==> src/rtl/mac_tx_arbiter.sv <==
// Round-robin arbiter sharing one MAC transmitter among NREQ frame sources,
// with grant hold/timeout, a minimum inter-frame gap and link-down gating.
module mac_tx_arbiter #(
  parameter int unsigned NREQ       = 4,
  parameter int unsigned IFG_CYCLES = 12,
  parameter int unsigned TIMEOUT    = 4096
) (
  input  logic                     clock,
  input  logic                     reset_n,
  input  logic                     link_up,
  input  logic [NREQ-1:0]          req,
  input  logic [NREQ-1:0]          done,
  output logic [NREQ-1:0]          grant,
  output logic [$clog2(NREQ)-1:0]  grant_idx,
  output logic                     tx_busy,
  output logic                     timeout
);

  localparam int unsigned IDX_W  = $clog2(NREQ);
  localparam int unsigned HOLD_W = $clog2(TIMEOUT);
  localparam int unsigned GAP_W  = (IFG_CYCLES > 1) ? $clog2(IFG_CYCLES) : 1;

  typedef enum logic [1:0] {
    S_IDLE  = 2'd0,
    S_GRANT = 2'd1,
    S_GAP   = 2'd2
  } state_e;

  state_e              state_q, state_d;
  logic [NREQ-1:0]     grant_q, grant_d;
  logic [IDX_W-1:0]    grant_idx_q, grant_idx_d;
  logic [IDX_W-1:0]    ptr_q, ptr_d;
  logic [HOLD_W-1:0]   hold_q, hold_d;
  logic [GAP_W-1:0]    gap_q, gap_d;
  logic                tx_busy_q, tx_busy_d;
  logic                timeout_q, timeout_d;

  logic                win_found_c;
  logic [IDX_W-1:0]    win_idx_c;
  logic [IDX_W-1:0]    scan_idx;

  // Round-robin search starting just after the last winner.
  always_comb begin
    win_found_c = 1'b0;
    win_idx_c   = '0;
    scan_idx    = '0;
    for (int unsigned i = 1; i <= NREQ; i++) begin
      scan_idx = IDX_W'((32'(ptr_q) + i) % NREQ);
      if (!win_found_c && req[scan_idx]) begin
        win_found_c = 1'b1;
        win_idx_c   = scan_idx;
      end
    end
  end

  always_comb begin
    state_d     = state_q;
    grant_d     = grant_q;
    grant_idx_d = grant_idx_q;
    ptr_d       = ptr_q;
    hold_d      = hold_q;
    gap_d       = gap_q;
    timeout_d   = 1'b0;

    case (state_q)
      S_IDLE: begin
        if (link_up && win_found_c) begin
          grant_d            = '0;
          grant_d[win_idx_c] = 1'b1;
          grant_idx_d        = win_idx_c;
          ptr_d              = win_idx_c;
          hold_d             = '0;
          state_d            = S_GRANT;
        end
      end
      S_GRANT: begin
        // A done on the expiry cycle wins over the timeout.
        if (done[grant_idx_q]) begin
          grant_d = '0;
          gap_d   = GAP_W'(IFG_CYCLES - 1);
          state_d = S_GAP;
        end else if (hold_q == HOLD_W'(TIMEOUT - 1)) begin
          grant_d   = '0;
          timeout_d = 1'b1;
          gap_d     = GAP_W'(IFG_CYCLES - 1);
          state_d   = S_GAP;
        end else begin
          hold_d = hold_q + HOLD_W'(1);
        end
      end
      S_GAP: begin
        if (gap_q == '0) begin
          state_d = S_IDLE;
        end else begin
          gap_d = gap_q - GAP_W'(1);
        end
      end
      default: begin
        state_d = S_IDLE;
        grant_d = '0;
      end
    endcase

    tx_busy_d = (state_d != S_IDLE);
  end

  always_ff @(posedge clock or negedge reset_n) begin
    if (!reset_n) begin
      state_q     <= S_IDLE;
      grant_q     <= '0;
      grant_idx_q <= '0;
      ptr_q       <= IDX_W'(NREQ - 1);
      hold_q      <= '0;
      gap_q       <= '0;
      tx_busy_q   <= 1'b0;
      timeout_q   <= 1'b0;
    end else begin
      state_q     <= state_d;
      grant_q     <= grant_d;
      grant_idx_q <= grant_idx_d;
      ptr_q       <= ptr_d;
      hold_q      <= hold_d;
      gap_q       <= gap_d;
      tx_busy_q   <= tx_busy_d;
      timeout_q   <= timeout_d;
    end
  end

  assign grant     = grant_q;
  assign grant_idx = grant_idx_q;
  assign tx_busy   = tx_busy_q;
  assign timeout   = timeout_q;

endmodule

==> config.mk <==
export PLATFORM = sky130hd
export DESIGN_NAME = mac_tx_arbiter
export DESIGN_NICKNAME = d
export VERILOG_FILES = /design/src/rtl/mac_tx_arbiter.sv
export SDC_FILE = /design/constraint.sdc
export NUM_CORES = 1
export LEC_CHECK = 0
export BUFFER_PORTS_ARGS = -buffer_cell sky130_fd_sc_hd__buf_2
export CAP_MARGIN = 20
export CORE_UTILIZATION = 30
export DETAILED_ROUTE_END_ITERATION = 8
export PLACE_DENSITY = 0.44
export SLEW_MARGIN = 20
export SYNTH_ARGS = -nofsm -noshare
export SYNTH_HDL_FRONTEND = slang
export SYNTH_SLANG_ARGS = --single-unit
export TNS_END_PERCENT = 5
==> constraint.sdc <==
create_clock -name clock -period 2.2 [get_ports clock]
set_input_delay 0.55 -clock clock [delete_from_list [all_inputs] [get_ports clock]]
set_output_delay 0.55 -clock clock [all_outputs]
set_load 0.05 [all_outputs]
==> results of run 1 <==
-- area by class of cell --
type	instances	area, um^2
multi-input cells	100	691.9
well taps	54	67.56
repair buffers	27	157.7
fillers	473	2985
inverters	4	15.01
flip-flops and latches	28	703.2
clock inverters	1	30.03
clock buffers	3	41.29
-- stage by stage --
step	area [um^2]	util	setup slack, ps	hold WS [ps]	instances
6_report	1707	0.3637	235.1	282.5	217
5_1_grt	1707	0.3637	134.0	336.3	217
4_1_cts	1707	0.3637	217.9	302.2	217
3_5_place_dp	1635	0.3485	24.05	468.4	213
3_3_place_gp	1635	0.3485	39.42	470.2	213
2_1_floorplan	1463	-	51.64	254.4	138
-- state kept, by name (all words and copies together) (netlist names) --
signal and flops:
ptr_q 2, timeout 1, grant_idx 2, tx_busy 1, state_q 2, hold_q 12
gap_q 4, grant 4
-- cells by family after synthesis --
| logic type | synth area share |
|---|---|
| compound gates | 0.1899 |
| mux | 0.05132 |
| xor+xnor | 0.005989 |
| flops | 0.4807 |
| fa+ha+maj | 0.01711 |
| simple gates | 0.2087 |
| buf+inv | 0.04619 |
-- power groups by stage --
stage / Clock [mW] / Combinational [mW] / Sequential, mW
4_1_cts: 0.425 / 0.935 / 0.787
2_1_floorplan: 0 / 0.503 / 0.963
3_3_place_gp: 0 / 0.932 / 0.798
6_report: 0.417 / 0.918 / 0.786
5_1_grt: 0.443 / 1.01 / 0.809
3_5_place_dp: 0 / 0.932 / 0.796
-- path summary, 6_finish.rpt --
kind | from | slack (ps) | cells after the start | endpoint
worst min-delay path | reset_n | 280 | 1 | tx_busy
worst max-delay path | grant_idx[0] | 240 | 4 | hold_q[7]
worst min register to register | hold_q[10] | 490 | 1 | hold_q[10]
worst max register to register | grant_idx[0] | 240 | 4 | hold_q[7]
max in group asynchronous | reset_n | 1500 | 1 | gap_q[2]
min in group clock | hold_q[10] | 490 | 1 | hold_q[10]
-- cell usage after synthesis (all sizes together), types with 2 or more instances --
| cell type | n | area, um^2 |
|---|---|---|
| a21oi | 10 | 50.05 |
| and2 | 2 | 13.77 |
| and3 | 2 | 15.01 |
| and4 | 2 | 20.02 |
| buf | 2 | 10.01 |
| clkbuf | 3 | 31.28 |
| dfrtp | 26 | 650.6 |
| dfstp | 2 | 52.55 |
| ha | 2 | 25.02 |
| inv | 4 | 15.01 |
| mux2 | 2 | 22.52 |
| mux2i | 3 | 30.03 |
| nand2 | 13 | 48.80 |
| nand2b | 4 | 25.02 |
| nand3 | 5 | 25.02 |
| nand4 | 4 | 25.02 |
| nor2 | 3 | 11.26 |
| nor2b | 4 | 25.02 |
| o211ai | 2 | 15.01 |
| o21ai | 5 | 25.02 |
| o2bb2ai | 3 | 26.28 |
| o31ai | 5 | 37.54 |
| or3 | 4 | 26.28 |
| or4 | 4 | 30.03 |
-- worst reg2reg max path, cell delays in order (launching register included) --
cell     delay, ps
dfrtp_1        400
mux4_2         540
a41o_1         310
or4_1          490
a21oi_1        160
-- per-layer routing --
| metal | vias to the layer above | GRT usage | part of all wire | wire length [um] |
|---|---|---|---|---|
| met5 | - | 0 | 0 | 0 |
| met3 | 5 | 0.02110 | 0.029 | 87 |
| met1 | 575 | 0.1702 | 0.49 | 1486 |
| met2 | 21 | 0.2075 | 0.46 | 1400 |
| met4 | 0 | 0.05229 | 0.015 | 46 |
| li1 | 574 | - | - | - |
==> run summary, run 1 <==
Core ar.: 4692 um^2
Fraction of layout cells with a size suffix above 1: 0.2761
Post-synth ARST share: 1.000
Clk_skew: 10.41 ps
DR iter-0 viols: 75
Most common cell after layout, fill and taps aside: dfrtp_1
# rows: 25
Htree depth: 1
Sequential share of power: 0.371
Clock net sink count: 28
Count of cell types in the netlist: 49
Worst path max stage delay: 540 ps
CP Data Required Time: 2410 ps
Initial core utilization: 0.3117
Pin count of the biggest net entering global routing: 29
Prevailing post-synth register cell: dfrtp_1
Fmax: 508.9 MHz
Initial antenna violation count: 0
Routed vias: 1175
Clk buf depth: 2
Combinational share of power: 0.433
Worst-path clk slew: 110 ps
Final net count: 177
Max Transition Viols Final: 0
Power, Total: 2.120 mW
Antenna Cells: 0
Via density: 5.415
Status: complete, no violations
CTS tree: yes
First drt pass iteration count: 5
Port buffer count: 18
P per Cell Area: 1242 nW/um^2
Most frequent cells in the layout: 26 x dfrtp_1, 18 x buf_2, 13 x nand2_1
Worst slew pin tran: 641.3 ps
Area growth, synth to finish: 16.68%
Maximum vdd drop: 0.4212 mV
Number of buffers added to fix hold violations after cts: 0
Final Cycle Share: 0.8931
Critical path's slowest cell: mux4_2
Clock power share: 0.197
Detail Route Antenna Nets: 0
Buf+Inv Stages, Crit Path: 0
Final setup fails: 0
Ys Warns: 0
Leakage: 0.7757 nW
CP Class: flop to flop
Clk_lat worst skew: 280 ps
Drt drc: 0
P_int: 1.271 mW
Syn Inst Count: 138
CTS root buf: clkbuf_8
Mapped Nets: 151
RSZ-0062 raised after global routing: no
IO Pins: 19
Cts bufs inserted: 3
Worst Setup Start Kind: flop
Slew HR: 0.5725
Post-CTS setup buffers: 0
GP Congestion: 0.7269
Fraction of the yosys area taken by sequential cells: 0.4808
Overflow after GRT: 0
Post-CTS Resized: 0
Setup TNS: 0 ps
Syn avg cell area: 10.60 um^2
Hold Vio Cnt, Final: 0
Number of synthesized flops with an enable pin: 0
Mapped Area: 1463 um^2
Full die area: 5159 um^2
Yosys reg bits: 28
Detailed Place HPWL: 2215 um
Type of the most critical hold path: input pin to asynchronous set/reset pin
WL final: 3020 um
First-pass GRT wire length: 5064 um
Number of global-route vias before repair: 1085
CP top delay family: multiplexers
Crit. End Element: flop
Crit path DAT: 2180 ps
Switch share: 0.4006
Max cap viols: 0
CP Cell Sequence: mux4_2 -> a41o_1 -> or4_1 -> a21oi_1
Die W: 71.83 um
Net switching power: 0.8492 mW
Tot GR Track Use: 0.1280
DR WL/cell: 13.92 um
Fin crit period: 1965 ps
Chip height: 71.83 um
CP max FO: 9
No activity file was read; power rests on OpenSTA's default activity.
==> run 2: changes to the inputs <==
- ABC_AREA: default -> 0
- CTS_CLUSTER_SIZE: default -> 14
- RECOVER_POWER: default -> 50
==> run summary, run 2 (synthesized netlist as in run 1, its figures left out) <==
Worst Setup Start Kind: flop
WL final: 3019 um (about the same)
Die W: 71.83 um (unchanged)
Critical path depth: 4 (unchanged)
Drt drc: 0 (unchanged)
CP Cell Sequence: mux4_2 -> a41o_1 -> or4_1 -> a21oi_1
Net switching power: 0.8488 mW (about the same)
Post-CTS Resized: 0 (unchanged)
Initial antenna violation count: 0 (unchanged)
CP top delay family: multiplexers
Worst Min Path Start: hold_q[10]
First drt pass iteration count: 5 (unchanged)
IO Pins: 19 (unchanged)
CP max FO: 9 (unchanged)
Final setup fails: 0 (unchanged)
Cts bufs inserted: 3 (unchanged)
Maximum vdd drop: 0.4217 mV (+0.11%)
Final std cells w/o fill: 217 (unchanged)
FF-to-FF path depth: 4 (unchanged)
Number of global-route vias before repair: 1085 (unchanged)
P_int: 1.264 mW (-0.56%)
Hold Vio Cnt, Final: 0 (unchanged)
Worst slew pin tran: 1527 ps (+886.0 ps)
DR iter-0 viols: 75 (unchanged)
Power, Total: 2.112 mW (-0.36%)
Clock net sink count: 28 (unchanged)
Crit path DAT: 2180 ps (about the same)
Initial core utilization: 0.3117 (unchanged)
Most common cell after layout, fill and taps aside: dfrtp_1
FILL cells: 475 (+0.42%)
Place WS: 24.05 ps (unchanged)
Detail Route Antenna Nets: 0 (unchanged)
Buf+Inv Stages, Crit Path: 0 (unchanged)
Final Cycle Share: 0.8931 (about the same)
Max Transition Viols Final: 29 (+29)
P per Cell Area: 1242 nW/um^2 (about the same)
CP Class: flop to flop
Number of buffers added to fix hold violations after cts: 0 (unchanged)
Fmax: 508.9 MHz (about the same)
Type of the most critical hold path: flop to flop
Hold path endpoint: hold_q[10]
Fraction of layout cells with a size suffix above 1: 0.2454 (-0.03067)
Hold Path Stages: 1
Violated checks: capacitance limit, slew limit
Origin of the critical flop-to-flop path: grant_idx[0]
Overflow after GRT: 0 (unchanged)
Antenna Cells: 0 (unchanged)
Tot GR Track Use: 0.1280 (unchanged)
Status: finished with violations
RSZ-0062 raised after global routing: no
CTS root buf: clkbuf_8
Slew HR: -0.01821 (-0.5907)
GP Congestion: 0.7269 (unchanged)
# rows: 25 (unchanged)
Worst setup margin: 235.1 ps (-0.01400 ps)
First-pass GRT wire length: 5064 um (unchanged)
Detailed Place HPWL: 2215 um (unchanged)
Routed vias: 1171 (-0.34%)
Htree depth: 1 (unchanged)
Max reg flops: 12 (unchanged)
Critical path's slowest cell: mux4_2
Dpl cells: 213 (unchanged)
Clock power share: 0.197 (about the same)
Core ar.: 4692 um^2 (unchanged)
Combinational share of power: 0.431 (-0.002)
Post-CTS setup buffers: 0 (unchanged)
Sequential share of power: 0.372 (about the same)
Final net count: 177 (unchanged)
Crit. End Element: flop
Clk_skew: 10.65 ps (+0.2460 ps)
Chip height: 71.83 um (unchanged)
Clk_lat worst skew: 280 ps (about the same)
Pin count of the biggest net entering global routing: 29 (unchanged)
Leakage: 0.7580 nW (-2.3%)
CTS tree: yes
Hold_ws: 486.8 ps (+204.3 ps)
Port buffer count: 18 (unchanged)
Area growth, synth to finish: 16.25%
Most flops, register: hold_q
Max cap viols: 1 (+1)
Full die area: 5159 um^2 (unchanged)
Via density: 5.396 (-0.34%)
Reg2Reg Setup Slack: 240 ps (about the same)
DR WL/cell: 13.91 um (about the same)
Setup TNS: 0 ps (unchanged)
Most frequent cells in the layout: 26 x dfrtp_1, 13 x nand2_1, 13 x buf_2
Worst path max stage delay: 540 ps (about the same)
Fin crit period: 1965 ps (+0.01400 ps)
Switch share: 0.4018 (+0.001251)
Capturing point of the worst reg2reg path: hold_q[7]
Worst-path clk slew: 110 ps (about the same)
Clk buf depth: 2 (unchanged)
CP Data Required Time: 2410 ps (about the same)
## run 2: cell count changes in the layout (fill, tap and decap cells not counted), sizes merged
cell and change:
clkbuf +5, buf -5
## run 2: worst max path at each step
stage,start,end,slack (ps)
4_1_cts,grant_idx[0],hold_q[7],220
3_5_place_dp,done[3],hold_q[7],20
6_report,grant_idx[0],hold_q[7],240
5_1_grt,grant_idx[0],hold_q[11],130
3_3_place_gp,done[3],hold_q[11],40
2_1_floorplan,grant_idx[0],hold_q[11],50
## run 2: area by class of cell
type	count	area [um^2]	area share
Clock buffer	3	41.29	0.02428
Clock inverter	1	30.03	0.01766
Inverter	4	15.01	0.008830
Multi-Input combinational cell	100	691.9	0.4069
Sequential cell	28	703.2	0.4135
Tap cell	54	67.56	0.03974
Timing Repair Buffer	27	151.4	0.08904
## run 2: stage by stage
| stage | util | cell area [um^2] |
|---|---|---|
| 2_1_floorplan | - | 1463 |
| 3_3_place_gp | 0.3485 | 1635 |
| 3_5_place_dp | 0.3485 | 1635 |
| 4_1_cts | 0.3637 | 1707 |
| 5_1_grt | 0.3624 | 1700 |
| 6_report | 0.3624 | 1700 |
## run 2: power groups by stage
stage | Combinational, mW | Clock (mW) | Sequential [mW]
6_report | 0.910 | 0.416 | 0.786
3_3_place_gp | 0.932 | 0 | 0.798
4_1_cts | 0.935 | 0.425 | 0.787
2_1_floorplan | 0.503 | 0 | 0.963
5_1_grt | 1.00 | 0.443 | 0.810
3_5_place_dp | 0.932 | 0 | 0.796
## run 2: layer usage
metal	GRT usage	vias up	share of wire
met5	0	-	0
met4	0.05229	0	0.015
met3	0.02110	5	0.028
met2	0.2075	21	0.46
met1	0.1702	571	0.49
li1	-	574	-
==> run 3: changes to the inputs <==
- CELL_PAD_IN_SITES_DETAIL_PLACEMENT: default -> 1
- CELL_PAD_IN_SITES_GLOBAL_PLACEMENT: default -> 2
- PLACE_DENSITY: 0.44 -> 0.63
==> run summary, run 3 (synthesized netlist as in run 1, its figures left out) <==
WL final: 3568 um (+18%)
Worst Setup Start Kind: flop
Full die area: 5159 um^2 (unchanged)
Number of buffers added to fix hold violations after cts: 0 (unchanged)
Tot GR Track Use: 0.1525 (+0.02447)
CP max FO: 9 (unchanged)
DP Area: 1613 um^2 (-1.4%)
Clk buf depth: 2 (unchanged)
Post-CTS setup buffers: 0 (unchanged)
Critical path depth: 4 (unchanged)
Final Cycle Share: 0.9094 (+0.01632)
Drt drc: 0 (unchanged)
GP Congestion: 0.7969 (+9.6%)
Detailed Place HPWL: 2668 um (+20%)
Status: finished with violations
CTS root buf: clkbuf_8
Initial antenna violation count: 0 (unchanged)
Fraction of layout cells with a size suffix above 1: 0.2313 (-0.01415)
Max cap viols: 1 (unchanged)
Max Transition Viols Final: 29 (unchanged)
Fmax: 499.8 MHz (-1.8%)
Violated checks: capacitance limit, slew limit
Maximum vdd drop: 0.5134 mV (+22%)
Port buffer count: 18 (unchanged)
# rows: 25 (unchanged)
P per Cell Area: 1263 nW/um^2 (+1.6%)
Routed vias: 1203 (+2.7%)
FF-to-FF path depth: 4 (unchanged)
DR WL/cell: 16.67 um (+20%)
IO Pins: 19 (unchanged)
Antenna Cells: 0 (unchanged)
CP top delay family: multiplexers
Leakage: 0.7436 nW (-1.9%)
Area growth, synth to finish: 14.71%
Place WS: -11.55 ps (-35.60 ps)
Crit path DAT: 2200 ps (+20 ps)
Overflow after GRT: 0 (unchanged)
Pin count of the biggest net entering global routing: 29 (unchanged)
Crit. End Element: flop
Via density: 5.621 (+4.2%)
Final setup fails: 0 (unchanged)
Storage cell area: 703.2 um^2 (unchanged)
CTS tree: yes
Core ar.: 4692 um^2 (unchanged)
Slew HR: -0.03962 (-0.02141)
Number of global-route vias before repair: 1314 (+21%)
Post-CTS Resized: 0 (unchanged)
FILL cells: 542 (+14%)
CP Data Required Time: 2400 ps (about the same)
Chip height: 71.83 um (unchanged)
Design area: 1678 um^2 (-1.3%)
CP Cell Sequence: mux4_2 -> a41o_1 -> or4_1 -> a21oi_1
Critical path's slowest cell: mux4_2
CP Class: flop to flop
Type of the most critical hold path: flop to flop
Multi-input gate area: 691.9 um^2 (unchanged)
Clk_skew: 9.424 ps (-1.229 ps)
Most flops, register: hold_q
Hold Vio Cnt, Final: 0 (unchanged)
Max reg flops: 12 (unchanged)
RSZ-0062 raised after global routing: no
Cts bufs inserted: 3 (unchanged)
Detail Route Antenna Nets: 0 (unchanged)
Power, Total: 2.119 mW (+0.30%)
Die W: 71.83 um (unchanged)
Initial core utilization: 0.3117 (unchanged)
Htree depth: 1 (unchanged)
Buf+Inv Stages, Crit Path: 0 (unchanged)
Clk_lat worst skew: 280 ps (about the same)
Worst slew pin tran: 1559 ps (+32.11 ps)
First drt pass iteration count: 4 (-1)
Worst-path clk slew: 100 ps (about the same)
Hold Path Stages: 1 (unchanged)
Worst setup margin: 199.2 ps (-35.90 ps)
Final net count: 174 (-1.7%)
Fin crit period: 2001 ps (+35.90 ps)
Most common cell after layout, fill and taps aside: dfrtp_1
DR iter-0 viols: 49 (-35%)
Clock net sink count: 28 (unchanged)
Most frequent cells in the layout: 26 x dfrtp_1, 13 x nand2_1, 13 x buf_2
First-pass GRT wire length: 6141 um (+21%)
Worst path max stage delay: 540 ps (about the same)
[run 3: routing by layer]
layer / global-route usage / wire [um]
met1: 0.1924 / 1614
met2: 0.2757 / 1867
met3: 0.01688 / 62
met4: 0.04139 / 24
met5: 0 / 0
[run 3: final timing paths]
check                                  start          to  slack [ps]
worst max-delay path            grant_idx[0]   hold_q[7]         200
worst min-delay path              hold_q[10]  hold_q[10]         490
worst max register to register  grant_idx[0]   hold_q[7]         200
worst min register to register    hold_q[10]  hold_q[10]         490
max in group asynchronous            reset_n   hold_q[7]         650
min in group asynchronous            reset_n  state_q[1]         650
[run 3: layout make-up]
cell class                 instances  share of cell area
sequential                        28              0.4191
multi-input combinational        100              0.4124
timing repair buffer              24             0.07681
tap                               54             0.04027
clock buffer                       3             0.02461
clock inverter                     1             0.01790
inverter                           4            0.008949
[run 3: metrics by stage]
stage	hold slack [ps]	TNS, ps	util	instances
global placement	474.5	0	0.3437	210
global route	536.2	0	0.3576	214
finish	488.2	0	0.3576	214
CTS	309.9	0	0.3589	214
floorplan	254.4	0	-	138
detailed placement	474.1	-11.55	0.3437	210
[run 3: power breakdown]
group	leakage (nW)	switching, mW	internal (mW)
Clock	0.0357	0.167	0.244
Combinational	0.348	0.588	0.330
Sequential	0.360	0.122	0.669
